--- src/rtl/mouse_packet_assembler.sv ---
// Frames 3-byte PS/2 mouse packets and tracks clamped absolute cursor X/Y.
// Optional MOUSE_ACCEL_EN doubles large deltas before the position clamp.
module mouse_packet_assembler #(
    parameter int X_MAX          = 160,
    parameter int Y_MAX          = 120,
    parameter int TIMEOUT_CYCLES = 100000,
    parameter int ACCEL_THRESH   = 16
) (
    input  logic       CLK,
    input  logic       RESET,
    input  logic [7:0] BYTE_READ,
    input  logic [1:0] BYTE_ERROR_CODE,
    input  logic       BYTE_READY,
    output logic       READ_ENABLE,
    output logic [7:0] MOUSE_STATUS,
    output logic [7:0] MOUSE_DX,
    output logic [7:0] MOUSE_DY,
    output logic [7:0] MOUSE_X,
    output logic [7:0] MOUSE_Y,
    output logic       PACKET_VALID,
    output logic       PACKET_ERROR
);

    // state   | meaning
    // WAIT_B1 | waiting for a status byte (bit3 set), stray bytes dropped
    // WAIT_B2 | waiting for dX, inter-byte timeout running
    // WAIT_B3 | waiting for dY, inter-byte timeout running
    // UPDATE  | receiver held off while outputs and position are applied
    typedef enum logic [1:0] {WAIT_B1, WAIT_B2, WAIT_B3, UPDATE} state_t;

    localparam int CNT_W = $clog2(TIMEOUT_CYCLES + 1);
`ifdef MOUSE_ACCEL_EN
    localparam int SUM_W = 12;
`else
    localparam int SUM_W = 10;
`endif

    state_t           state;
    logic [CNT_W-1:0] cnt;
    logic [7:0]       status_q;
    logic [7:0]       dx_q;
    logic [7:0]       dy_q;
    logic [7:0]       next_x;
    logic [7:0]       next_y;

    function automatic logic signed [SUM_W-1:0] scale_delta(input logic sign_bit,
                                                             input logic [7:0] raw,
                                                             input logic ovf);
        logic signed [SUM_W-1:0] ext;
        logic [8:0]              mag;
        ext = ovf ? '0 : {{(SUM_W-8){sign_bit}}, raw};
        mag = sign_bit ? 9'(~{sign_bit, raw} + 9'd1) : {sign_bit, raw};
`ifdef MOUSE_ACCEL_EN
        if (!ovf && mag >= 9'(ACCEL_THRESH))
            ext = ext <<< 1;
`else
        if (mag == 9'd0) ext = '0;
`endif
        return ext;
    endfunction

    function automatic logic [7:0] clamp_pos(input logic [7:0] pos,
                                             input logic signed [SUM_W-1:0] delta,
                                             input int max);
        logic signed [SUM_W-1:0] sum;
        sum = $signed({{(SUM_W-8){1'b0}}, pos}) + delta;
        if (sum < 0)
            return 8'd0;
        if (sum > $signed(SUM_W'(max - 1)))
            return 8'(max - 1);
        return sum[7:0];
    endfunction

    always_comb begin
        next_x = clamp_pos(MOUSE_X, scale_delta(status_q[4], dx_q, status_q[6]), X_MAX);
        next_y = clamp_pos(MOUSE_Y, scale_delta(status_q[5], dy_q, status_q[7]), Y_MAX);
    end

    always_ff @(posedge CLK or negedge RESET) begin
        if (!RESET) begin
            state        <= WAIT_B1;
            cnt          <= '0;
            status_q     <= '0;
            dx_q         <= '0;
            dy_q         <= '0;
            READ_ENABLE  <= 1'b0;
            MOUSE_STATUS <= '0;
            MOUSE_DX     <= '0;
            MOUSE_DY     <= '0;
            MOUSE_X      <= 8'(X_MAX / 2);
            MOUSE_Y      <= 8'(Y_MAX / 2);
            PACKET_VALID <= 1'b0;
            PACKET_ERROR <= 1'b0;
        end else begin
            PACKET_VALID <= 1'b0;
            PACKET_ERROR <= 1'b0;
            READ_ENABLE  <= 1'b1;
            case (state)
                WAIT_B1: begin
                    cnt <= '0;
                    if (BYTE_READY) begin
                        if (BYTE_ERROR_CODE != 2'b00) begin
                            PACKET_ERROR <= 1'b1;
                        end else if (BYTE_READ[3]) begin
                            status_q <= BYTE_READ;
                            state    <= WAIT_B2;
                        end
                    end
                end
                WAIT_B2, WAIT_B3: begin
                    // A strobe in the terminal cycle takes priority over the timeout.
                    if (BYTE_READY) begin
                        cnt <= '0;
                        if (BYTE_ERROR_CODE != 2'b00) begin
                            PACKET_ERROR <= 1'b1;
                            state        <= WAIT_B1;
                        end else if (state == WAIT_B2) begin
                            dx_q  <= BYTE_READ;
                            state <= WAIT_B3;
                        end else begin
                            dy_q        <= BYTE_READ;
                            state       <= UPDATE;
                            READ_ENABLE <= 1'b0;
                        end
                    end else if (cnt == CNT_W'(TIMEOUT_CYCLES - 1)) begin
                        cnt          <= '0;
                        PACKET_ERROR <= 1'b1;
                        state        <= WAIT_B1;
                    end else begin
                        cnt <= cnt + 1'b1;
                    end
                end
                UPDATE: begin
                    MOUSE_STATUS <= status_q;
                    MOUSE_DX     <= dx_q;
                    MOUSE_DY     <= dy_q;
                    MOUSE_X      <= next_x;
                    MOUSE_Y      <= next_y;
                    PACKET_VALID <= 1'b1;
                    cnt          <= '0;
                    state        <= WAIT_B1;
                end
                default: state <= WAIT_B1;
            endcase
        end
    end

endmodule

--- config.mk ---
export PLATFORM = sky130hd
export DESIGN_NAME = mouse_packet_assembler
export DESIGN_NICKNAME = d
export VERILOG_FILES = /design/src/rtl/mouse_packet_assembler.sv
export SDC_FILE = /design/constraint.sdc
export NUM_CORES = 1
export LEC_CHECK = 0
export CELL_PAD_IN_SITES_DETAIL_PLACEMENT = 0
export CELL_PAD_IN_SITES_GLOBAL_PLACEMENT = 1
export CORE_MARGIN = 2
export CORE_UTILIZATION = 35
export CTS_BUF_LIST = sky130_fd_sc_hd__clkbuf_4 sky130_fd_sc_hd__clkbuf_8 sky130_fd_sc_hd__clkbuf_16
export DETAILED_ROUTE_END_ITERATION = 12
export GPL_ROUTABILITY_DRIVEN = 0
export GPL_TIMING_DRIVEN = 0
export PLACE_DENSITY = 0.71
export SLEW_MARGIN = 20
export SYNTH_ARGS = -nofsm -noshare
export SYNTH_HDL_FRONTEND = slang
export SYNTH_SLANG_ARGS = --single-unit
--- constraint.sdc ---
create_clock -name CLK -period 3.75 [get_ports CLK]
set_input_delay 0.5625 -clock CLK [delete_from_list [all_inputs] [get_ports CLK]]
set_output_delay 0.5625 -clock CLK [all_outputs]
set_load 0.02 [all_outputs]
---- After elaboration in Yosys (flattened, before gate mapping) ----
Cells that the tools add are included.
storage, ports and cells
  logic and storage cells ................. 85
  bits of input ports ..................... 13
  output and inout bits ................... 43
  register bits after elaboration ......... 86
operators by class
  magnitude comparators ................... 4
  bitwise gates (word level) .............. 4
  $add $sub $neg .......................... 5
  reduce and logical (&&, ||, !) cells .... 10
  muxes and demuxes ....................... 41
  equal/unequal tests ..................... 8
operator list
  cell                     number
  $mux W8                  8
  $mux W10                 4
  $mux W17                 2
  $pmux W17 S2             1
  $add A9 B10 Y10          2
  $lt A10 B1 Y1 const B    2
  $add A9 B1 Y9 const B    2
  $logic_not A9 Y1         2
  $mux W9                  2
  $not A9 Y9               2
  $add A17 B1 Y17 const B  1
  $eq A17 B17 Y1 const B   1
  $mux W1                  16
  $reduce_and A4 Y1        4
  $mux W2                  6
  $gt A10 B8 Y1 const B    1
  $gt A10 B9 Y1 const B    1
  $ne A2 B2 Y1 const B     3
  $pmux W2 S3              1
  $eq A2 B2 Y1 const B     2
  $reduce_or A2 Y1         2
  $ne A3 B3 Y1 const B     1
  $eq A2 B1 Y1 const B     1
  $logic_not A2 Y1         1
  3 further kinds          4

---- Logic depth before layout (Yosys ltp) ----
Gate-level depths: netlist of run 1.
  word-level depth ........................ 11
  gate-level depth with buffers ........... 16
  depth with buffers taken out ............ 15

---- Worst setup path before layout of run 1 ----
OpenSTA, ideal clock, no wires.
  kind .................................... register -> register
  start ................................... register dx_q[1]
  end ..................................... register MOUSE_X[0]
  cell stages (with the launch flop) ...... 15
  setup time .............................. 0.146 ns
  arrival ................................. 3.206 ns
  path buffers ............................ 0
  required time ........................... 3.604 ns
  path slack .............................. 0.398 ns
  period minus slack after synthesis ...... 3.352 ns
  cell sequence ........................... dfrtp_1 inv_1 ha_1 nand4b_1 nor3_1 a21o_1 a21oi_1 and2_1 fa_1 a211oi_2 nor2_1 o32a_1 or2_0 a222oi_1 o21ai_0
between the ends
  word-level cells in the longest chain between the ends .. 11
  elaborated cells between the ends (all ways) .. 15
  classes of those cells .................. add/sub: 2; order compare: 2; mux: 9; bitwise: 1; reduce/logical: 1
ends and longest elaborated chain
  item                    line  text
  from (decl)             41    logic [7:0] dx_q;
  from (signal assigned)  84    dx_q <= '0;
  from (signal assigned)  118   dx_q <= BYTE_READ;
  $not A9 Y9              52    mag = sign_bit ? 9'(~{sign_bit, raw} + 9'd1) : {sign_bit, raw};
  $add A9 B1 Y9           52
  $mux W9                 52
  $logic_not A9 Y1        57    if (mag == 9'd0) ext = '0;
  $mux W10 (*)            57
  $add A9 B10 Y10 (*)     66    sum = $signed({{(SUM_W-8){1'b0}}, pos}) + delta;
  $gt A10 B9 Y1           69    if (sum > $signed(SUM_W'(max - 1)))
  $mux W1 (2 in a row)    69
  $mux W8                 71    return sum[7:0];
  $mux W8 (*)             69
  to (signal assigned)    90    MOUSE_X <= 8'(X_MAX / 2);
  to (signal assigned)    137   MOUSE_X <= next_x;
  to (decl)               18    output logic [7:0] MOUSE_X,
Every way passes the cells marked *; elsewhere a longest branch is shown, timed or not. The select of a mux whose other input is x is not followed.
A chain may end at the register's enable or synchronous reset.

---- Worst setup path in the final report of run 1 ----
  start ................................... register dy_q[1]
  end ..................................... register MOUSE_Y[6]
between the ends
  word-level cells in the longest chain between the ends .. 11
  elaborated cells between the ends (all ways) .. 15
  classes of those cells .................. add/sub: 2; order compare: 2; mux: 9; bitwise: 1; reduce/logical: 1
ends and longest elaborated chain
  item                    line  text
  from (decl)             42    logic [7:0] dy_q;
  from (signal assigned)  85    dy_q <= '0;
  from (signal assigned)  121   dy_q <= BYTE_READ;
  $not A9 Y9              52
  $add A9 B1 Y9           52
  $mux W9                 52
  $logic_not A9 Y1        57
  $mux W10 (*)            57
  $add A9 B10 Y10 (*)     66
  $gt A10 B8 Y1           69
  $mux W1 (2 in a row)    69
  $mux W8                 71
  $mux W8 (*)             69
  to (signal assigned)    91    MOUSE_Y <= 8'(Y_MAX / 2);
  to (signal assigned)    138   MOUSE_Y <= next_y;
  to (decl)               19    output logic [7:0] MOUSE_Y,
Marked as above.

==> results of run 1 <==
[worst max-delay path: cells and delay by family, from the launching register on]
kind            cells  cell delay, ps
simple gates        6             940
fa+ha+maj           2             580
buf+inv             2             300
compound gates      6            1170
flops               1             410
[layout by cell type, fill, tap and decap left out, types with 7 or more instances in the layout]
master | Yosys | layout
dfrtp_1 | 80 | 80
clkdlybuf4s50_1 | 0 | 54
mux2_2 | 44 | 44
nor2_1 | 38 | 38
nand2_1 | 30 | 30
o21ai_0 | 23 | 23
ha_1 | 23 | 23
a21oi_1 | 18 | 17
and2_1 | 17 | 16
xor2_1 | 14 | 14
inv_1 | 14 | 13
xnor2_1 | 11 | 11
nand3_1 | 9 | 9
clkbuf_1 | 10 | 9
clkbuf_16 | 0 | 9
nand2b_1 | 7 | 7
nor3_1 | 8 | 7
a21o_1 | 7 | 7
a211oi_1 | 8 | 7
buf_4 | 0 | 7
[routing by layer]
metal / routed length, um / track usage
met1: 5067 / 0.2077
met5: 0 / 0
met3: 404 / 0.04358
met4: 99 / 0.03423
met2: 5090 / 0.2554
[path summary, 6_finish.rpt]
path | cells after the start | startpoint | endpoint
worst max register to register | 16 | dy_q[1] | MOUSE_Y[6]
worst max-delay path | 16 | dy_q[1] | MOUSE_Y[6]
worst min register to register | 1 | cnt[0] | cnt[0]
min in group CLK | 1 | cnt[0] | cnt[0]
worst min-delay path | 1 | RESET | PACKET_VALID
max in group asynchronous | 2 | RESET | MOUSE_Y[4]
[registers in the layout, indices dropped and copies added, names as in the netlist]
| name | flops |
|---|---|
| MOUSE_X | 8 |
| PACKET_VALID | 1 |
| dx_q | 8 |
| MOUSE_Y | 8 |
| PACKET_ERROR | 1 |
| status_q | 8 |
| MOUSE_STATUS | 8 |
| READ_ENABLE | 1 |
| dy_q | 8 |
| MOUSE_DY | 8 |
| MOUSE_DX | 8 |
| cnt | 17 |
| state | 2 |
[kinds of logic after synthesis]
group	share of synthesized area
and+or+nand+nor	0.1478
muxes	0.1095
buffers and inverters	0.02115
DFF	0.4680
AOI/OAI and AO/OA	0.1350
adders and majority gates	0.07104
xor gates and xnor gates	0.04745
[metrics by stage]
step / hold slack, ps / setup TNS (ps) / setup WS, ps / instance area, um2 / std cells
floorplan: 266.9 / 0 / 398.5 / 4614 / 434
global placement: 439.2 / -80500 / -1005 / 5380 / 661
detailed placement: 458.1 / -1115 / -173.5 / 5405 / 662
CTS: 167.8 / 0 / 26.57 / 5714 / 679
global route: 185.1 / -17.96 / -17.96 / 5791 / 683
finish: 155.7 / 0 / 200.6 / 5791 / 683
[power groups by stage]
stage | registers (mW) | logic [mW] | clock network [mW]
after floorplan | 1.77 | 1.50 | 0
after global placement | 1.63 | 2.45 | 0
after detailed placement | 1.64 | 2.49 | 0
after CTS | 1.62 | 2.55 | 0.901
after global routing | 1.67 | 2.87 | 0.939
final | 1.61 | 2.60 | 0.880
[layout make-up]
class | instances | share of cell area
inverter | 15 | 0.009723
clock buffer | 10 | 0.04127
clock inverter | 6 | 0.009291
multi-input combinational | 322 | 0.4159
sequential | 86 | 0.3729
tap | 172 | 0.03717
timing repair buffer | 62 | 0.1072
buffer | 10 | 0.006482
[synth_stat cells (2+ instances only)]
library cell   n  area [um2]
a211o_1        2       17.52
a211oi_1       8       60.06
a21o_1         7       52.55
a21oi_1       18       90.09
a22o_1         3       26.28
a22oi_1        5       37.54
a2bb2oi_1      2       17.52
a32oi_1        3       26.28
and2_1        17       106.4
and3_1         3       18.77
clkbuf_1      10       37.54
dfrtp_1       80        2002
dfstp_2        6       157.7
fa_1           2       40.04
ha_1          23       287.8
inv_1         14       52.55
mux2_2        44       495.5
nand2_1       30       112.6
nand2b_1       7       43.79
nand3_1        9       45.04
nand4_1        4       25.02
nand4b_1       2       17.52
nor2_1        38       142.6
nor2b_1        4       25.02
nor3_1         8       40.04
nor3b_1        3       22.52
nor4_1         4       25.02
o211ai_1       2       15.01
o21ai_0       23       115.1
o2bb2ai_1      2       17.52
or3_1          4       25.02
xnor2_1       11       96.34
xor2_1        14       122.6
[what timing repair did]
action,4_1_cts,5_1_grt
gates resized for setup,2,11
gates cloned,0,0
pin swaps,1,2
setup buffers,1,5
setup endpoints to repair,12,13
==> out/results.txt, run 1 <==
sw power = 2.084 mW
vias per inst = 5.100
Synthesis Warnings = 0
post-synthesis sequential element count = 86
Distinct cells, synth = 55
Layout Nets = 544
area of the multi-input gates = 0.002409 mm2
# rows = 41
Num CTS Buffers = 9
clk slew on worst S/H paths = 70 ps
wirelength, routed = 10660 um
outcome = finished clean
die area = 0.01412 mm2
max frequency = 0.2817 GHz
hold buffer count at cts = 0
pwr/cell area = 880.5 mW/mm2
initial antenna violation count = 0
1st-pass router iterations = 4
maximum clock insertion buffer count = 2
hpwl dp = 7915 um
CTS HTree Levels = 3
Period minus WS final = 3549 ps
MaxCap Viol Count = 0
Die Y = 118.8 um
CP max stage delay = 410 ps
sequential share of power = 0.317
Synth Instances = 434
Int Power = 3.015 mW
CP Class = reg -> reg
Overall Global Routing Usage = 0.1565
DRT antenna net count = 0
Crit. End Element = flop
n_diodes = 0
Slew Limit Headroom = 0.5148
Critical Path Start Type = flop
vias in the first global route = 3502
Syn-to-layout area delta = 25.49%
Synth Flop Type = dfrtp_1
worst hold-check path type = in -> async
post-synthesis async set-or-reset flop share = 1.000
WL/cell = 15.61 um
Overflow after GRT = 0
maximum vdd drop = 378.5 uV
Die X = 118.8 um
clock root cell = clkbuf_16
Data arrival, critical path = 3740 ps
first-pass GRT wire length = 17730 um
Fin. Hold Viols = 0
Req. time, crit path = 3940 ps
Sw Ratio = 0.4087
post-synthesis net count = 472
Skew-Pair Late Insertion Delay = 350 ps
I/O pin total = 56
synthesized area per cell = 10.63 um2
largest net degree at the start of global routing = 56
clk sinks = 86
Post-Synthesis Cell Area = 0.004614 mm2
EDFF count, synth = 0
CP max-delay cell = dfrtp_1
Util after Layout = 0.4552
Starting Density = 0.3627
input/output buffers = 55
share of cells above drive strength 1 = 0.1703
DRT iter0 DRCs = 226
Sequential Area = 0.002160 mm2
combinational fraction of design power = 0.511
Finish-stage setup viols = 0
Placeable Area = 0.01272 mm2
# fillers = 1267
Tcrit/Tclk final = 0.9465
total number of vias = 3483
Pwr Total = 5.099 mW
final setup skew = 9.645 ps
Clock power frac = 0.173
CTS tree = done
cell leakage power = 2.491 nW
Worst Path Max Fanout = 8
CP cell instances = inv_1, ha_1, nand4b_1, a211oi_2, a21oi_1, nor2_1, nor2_1, and2_1, ha_1, o21a_1, and2_1, o221a_2, o31ai_4, buf_4, nand2b_1, o221ai_1
setup slack, reg-to-reg = 200 ps
Final Slew Violations = 0
Remaining DRCs = 0
post-synthesis sequential area ratio = 0.4680
Least-Margin Pin Slew = 727.7 ps
No activity file was read; power rests on OpenSTA's default activity.
==> inputs of run 2 (changes only) <==
--- a/config.mk
+++ b/config.mk
@@ -13,6 +13,7 @@
 export DETAILED_ROUTE_END_ITERATION = 12
 export GPL_ROUTABILITY_DRIVEN = 0
 export GPL_TIMING_DRIVEN = 0
+export HOLD_SLACK_MARGIN = 0.05
 export PLACE_DENSITY = 0.71
 export SLEW_MARGIN = 20
 export SYNTH_ARGS = -nofsm -noshare
==> results of run 2 <==
The final DEF is identical to that of run 1; final timing and power are the same.
